File: config.mk
export PLATFORM = sky130hd
export DESIGN_NAME = vec_alu_exec
export DESIGN_NICKNAME = d
export VERILOG_FILES = /design/src/rtl/vpu_pkg.sv /design/src/rtl/vec_lane_alu.sv /design/src/rtl/vec_alu_exec.sv
export SDC_FILE = /design/constraint.sdc
export NUM_CORES = 2
export LEC_CHECK = 0
export ABC_AREA = 1
export BUFFER_PORTS_ARGS = -buffer_cell sky130_fd_sc_hd__buf_2
export CAP_MARGIN = 20
export CELL_PAD_IN_SITES_DETAIL_PLACEMENT = 0
export CELL_PAD_IN_SITES_GLOBAL_PLACEMENT = 1
export CORE_MARGIN = 4
export CORE_UTILIZATION = 45
export CTS_CLUSTER_DIAMETER = 80
export CTS_CLUSTER_SIZE = 8
export DETAILED_ROUTE_END_ITERATION = 6
export GPL_TIMING_DRIVEN = 0
export PLACE_DENSITY_LB_ADDON = 0.1
export SLEW_MARGIN = 20
export SYNTH_ARGS = -nofsm -noshare
export SYNTH_HDL_FRONTEND = slang
export SYNTH_SLANG_ARGS = --single-unit
File: constraint.sdc
create_clock -name clk -period 53.5 [get_ports clk]
set_input_delay 5.35 -clock clk [delete_from_list [all_inputs] [get_ports clk]]
set_output_delay 5.35 -clock clk [all_outputs]
set_load 0.01 [all_outputs]
File: src/rtl/vpu_pkg.sv
// vpu_pkg: opcodes, vector width and FSM state shared by the vector execute stage.
package vpu_pkg;
    localparam logic [2:0] ALU_ADD = 3'b000;
    localparam logic [2:0] ALU_SUB = 3'b001;
    localparam logic [2:0] ALU_AND = 3'b010;
    localparam logic [2:0] ALU_OR  = 3'b011;
    localparam logic [2:0] ALU_SLT = 3'b101;
    localparam int VEC_W = 256;
    typedef enum logic [1:0] {IDLE, BUSY, DONE} state_t;
endpackage

File: src/rtl/vec_lane_alu.sv
// vec_lane_alu: combinational single-lane ALU (op, a, b -> y).
// The signed slt comparator exists only when VEC_ALU_SLT_EN is defined.
module vec_lane_alu
    import vpu_pkg::*;
#(
    parameter int LANE_W = 32
) (
    input  logic [2:0]        op,
    input  logic [LANE_W-1:0] a,
    input  logic [LANE_W-1:0] b,
    output logic [LANE_W-1:0] y
);
    logic [LANE_W-1:0] slt;
`ifdef VEC_ALU_SLT_EN
    assign slt = LANE_W'($signed(a) < $signed(b));
`else
    assign slt = '0;
`endif
    always_comb
        y = op == ALU_ADD ? a + b :
            op == ALU_SUB ? a - b :
            op == ALU_AND ? a & b :
            op == ALU_OR  ? a | b :
            op == ALU_SLT ? slt   : '0;
endmodule

File: src/rtl/vec_alu_exec.sv
// vec_alu_exec: multi-cycle vector execute stage, LANES_PER_BEAT lanes per beat behind valid/ready.
// Opcode 101 (slt) is enabled by defining VEC_ALU_SLT_EN.
module vec_alu_exec
    import vpu_pkg::*;
#(
    parameter int LANE_W         = 32,
    parameter int LANES          = 8,
    parameter int LANES_PER_BEAT = 2
) (
    input  logic             clk,
    input  logic             rst,
    input  logic             in_valid,
    output logic             in_ready,
    input  logic [2:0]       ALUControl,
    input  logic [VEC_W-1:0] src_a,
    input  logic [VEC_W-1:0] src_b,
    output logic             out_valid,
    input  logic             out_ready,
    output logic [VEC_W-1:0] result,
    output logic             zero
);
    localparam int BEATS = LANES / LANES_PER_BEAT;
    localparam int BW    = BEATS > 1 ? $clog2(BEATS) : 1;
    localparam int LW    = LANES > 1 ? $clog2(LANES) : 1;

    state_t                         state;
    logic [BW-1:0]                  beat;
    logic [2:0]                     op_q;
    logic [LANES-1:0][LANE_W-1:0]   a_q, b_q, res, res_next;
    logic [LW-1:0]                  lidx [LANES_PER_BEAT];
    logic [LANE_W-1:0]              y    [LANES_PER_BEAT];

    // Lane unit k handles lane beat*LANES_PER_BEAT+k of the latched operands.
    for (genvar k = 0; k < LANES_PER_BEAT; k++) begin : g_lane
        assign lidx[k] = LW'(int'(beat) * LANES_PER_BEAT + k);
        vec_lane_alu #(.LANE_W(LANE_W)) u_lane (
            .op(op_q),
            .a (a_q[lidx[k]]),
            .b (b_q[lidx[k]]),
            .y (y[k])
        );
    end

    always_comb begin
        res_next = res;
        for (int k = 0; k < LANES_PER_BEAT; k++) res_next[lidx[k]] = y[k];
    end

    always_ff @(posedge clk) begin
        if (rst) begin
            state <= IDLE;
            beat  <= '0;
            res   <= '0;
            zero  <= 1'b0;
        end else begin
            case (state)
                IDLE: if (in_valid) begin
                    a_q   <= src_a;
                    b_q   <= src_b;
                    op_q  <= ALUControl;
                    beat  <= '0;
                    state <= BUSY;
                end
                BUSY: begin
                    res  <= res_next;
                    beat <= beat + 1'b1;
                    if (beat == BW'(BEATS - 1)) begin
                        beat  <= '0;
                        zero  <= res_next == '0;
                        state <= DONE;
                    end
                end
                DONE: if (out_ready) state <= IDLE;
                default: state <= IDLE;
            endcase
        end
    end

    assign in_ready  = state == IDLE;
    assign out_valid = state == DONE;
    assign result    = res;
endmodule

==> impl_metrics.ini <==
[place]
globalplace.congestion = 1.02
portBuffers = 776
dp_slack_ns = 44.08
place_inst = 7693
dp_hpwl_mm = 168

[yosys]
synth_top_area_share_pct = 34.9
syn_inst = 5618
yosys.cell_types.count = 52
syn_nets = 6335
async_flop_share_pct = 0
synth_edf_count = 515
synth.yosys.seq_area_share_pct = 46.7
synthFlopType = edfxtp_1
yosysTopAreaCell = edfxtp_1
synth_area_sq_um = 44300
synth.avg_cell_area_sq_um = 7.88
synth_area_leaders = edfxtp_1, nand2_1, dfxtp_1
yosys_warnings = 0
ys_ff_latch = 776

[clock_network]
insertion_delay_ns = 0.73
numClockSinks = 776
cts_setup_buffers = 0
ctsRootBufferMaster = clkbuf_16
htreeDepth = 3
cts.path.max_buffers = 3
cts_tree = built
cts_resized = 0
numCtsBuffers = 108
path_clk_slew_ns = 0.05
postCtsHoldBufs = 0

[sta]
max_freq_mhz = 114
fin_ws_ns = 44.73
period_minus_slack_ns = 8.77
skew_ns = 0.0927
slew_headroom_pct = 12.8
setup_viol = 0
rsz0062_at_grt = false
fin_setup_tns_ns = 0
worstMarginPinSlew_ns = 1.31
timing.final.max_slew_violations = 0
whs_ns = 0.475
hold_viol = 0
min_period_over_period_pct = 16.4

[global_routing]
grt_use_met1_pct = 50.6
grt_max_degree = 32
antenna_found_initial = 33
grt_pass1_wl_mm = 287
first_global_vias = 41600
grtUsageMet2_pct = 60.6
gr-usage-met3_pct = 7.94
gr-usage-all-layers_pct = 38.5
top_usage_layer = met2
overflow = 0

[floorplanning]
initial_core_util_pct = 45.6
die_w_microns = 322
core_sq_um = 97100
chipHeight_microns = 322
io_pins = 778
die_area_sq_um = 103000
std_cell_rows = 114

[setup_path]
critical_path_arrival_ns = 9.16
path_max_fanout = 29
cpLargestDelayFamily = buffers and inverters
cpPeakStageDelay_ns = 0.49
crit_type = primary input to flip-flop
crit_path_end_kind = flip-flop
worstPathRequired_ns = 53.89
slowest_stage = nor2_4
cpMostUsedCell = buf_12
startpoint_type = primary input
cp_num_buf_inv = 14
cp_cell_sequence = clkbuf_1, clkbuf_1, nor2_4, buf_12, buf_12, buf_12, buf_16, buf_12, buf_12, buf_12, buf_12, buf_12, buf_16, buf_16, buf_16

[final_layout]
fill_cells = 9326
stdcell_count = 7843
area_delta_synth_final_pct = 20.4
fin_nets = 7246
drive_gt1_share_pct = 17.7
final_common_cell = nand2_1
layout_common_cells = nand2_1, buf_2, inv_1, edfxtp_1, nor2_1

[flow_run]
drv_cap = 0

[status]
outcome = finished, violations left
violations = DRC

[detailed_routing]
ant_nets = 0
first_iter_violations = 5318
totalWireLength_mm = 207
viasPerCell = 5.70
wl_per_cell_microns = 26.4
dr.pass1.iters = 7
drcViolationCount = 49
via_count = 44700

[hold_path]
hp-class = flip-flop to flip-flop

[power_and_ir_drop]
power_leakage_nw = 25.8
fin_total_pwr_mw = 1.91
p_per_area_nw_per_um2 = 35.9
vdd_drop_max_mv = 0.0331
[where the power goes]
group	leakage, nW	switching [mW]	internal [mW]	total (mW)
clock network	1.44	0.261	0.367	0.627
logic	17.4	0.424	0.168	0.592
registers	6.92	0.0207	0.675	0.696
[worst paths after layout]
path	slack [ns]	cells past startpoint	from	end
worst max-delay path	44.73	15	rst	b_q[153]
worst min-delay path	0.48	2	result[81]	result[81]
worst min register to register	0.48	2	result[81]	result[81]
worst max register to register	45.21	30	beat[0]	zero
[kinds of logic (layout without fill, tap and decap cells)]
logic type / count (synthesis) / in the layout / share of synthesized area, %
compound gates: 969 / 969 / 13.1
mux: 9 / 9 / 0.204
other cells: 0 / 25 / 0
fa+ha+maj: 198 / 198 / 5.67
simple gates: 2698 / 2698 / 25.6
flops: 776 / 776 / 46.7
xor+xnor: 4 / 4 / 0.0792
buf+inv: 964 / 1888 / 8.61
[cell usage after synthesis (4+ instances only)]
cell type / count
nand3_1: 342
nor2_1: 441
o21ai_1: 9
nor3_1: 28
clkbuf_1: 179
fa_1: 4
a211oi_1: 14
o21bai_2: 4
or2_2: 87
and3_1: 4
o22ai_1: 6
nor2_2: 8
buf_6: 8
o211ai_1: 67
buf_4: 19
o21ai_0: 259
a31oi_1: 10
nand2_1: 1627
nand3b_1: 4
buf_2: 42
o21bai_1: 55
nand2_2: 16
a21oi_2: 11
and2_1: 5
ha_1: 194
a21oi_1: 398
buf_1: 28
nand3_2: 17
mux2i_1: 9
dfxtp_1: 261
a32oi_1: 128
inv_2: 10
nor3_2: 5
o221ai_1: 5
clkinv_1: 5
edfxtp_1: 515
nand4_1: 106
inv_1: 670
[sequential cells by signal, indices dropped and copies added (netlist names)]
name,cells
a_q,256
b_q,256
beat,2
op_q,3
result,256
state,2
zero,1
[layer usage]
layer  vias to the layer above  share of wire (%)
met3                       462                 10
met5                         -              0.043
met1                     21100                 40
met4                        16                5.7
met2                      2596                 44
li1                      20500                  -
[worst reg2reg max path: cells and delay by family, from the launching register on]
kind,cells,cell delay (ns)
compound gates,2,1.11
flops,1,0.48
buf+inv,6,2.29
simple gates,20,3.42
fa+ha+maj,2,0.94
[final cells by class]
type	instances	area (sq um)	area share, %
flip-flops and latches	776	20700	38.8
multi-input cells	3878	19800	37.1
repair buffers	801	4390	8.23
clock buffers	112	2720	5.10
inverters	686	2580	4.84
well taps	1276	1600	3.00
plain buffers	278	1240	2.32
clock inverters	11	262	0.491
diodes	25	62.6	0.117
[through the flow]
stage	util, %	instance area, sq um
final	54.9	53300
after global routing	54.9	53300
after CTS	54.8	53200
after detailed placement	51.7	50200
after global placement	51.2	49700
after floorplan	-	44300
Power figures use the tool's default switching activity.
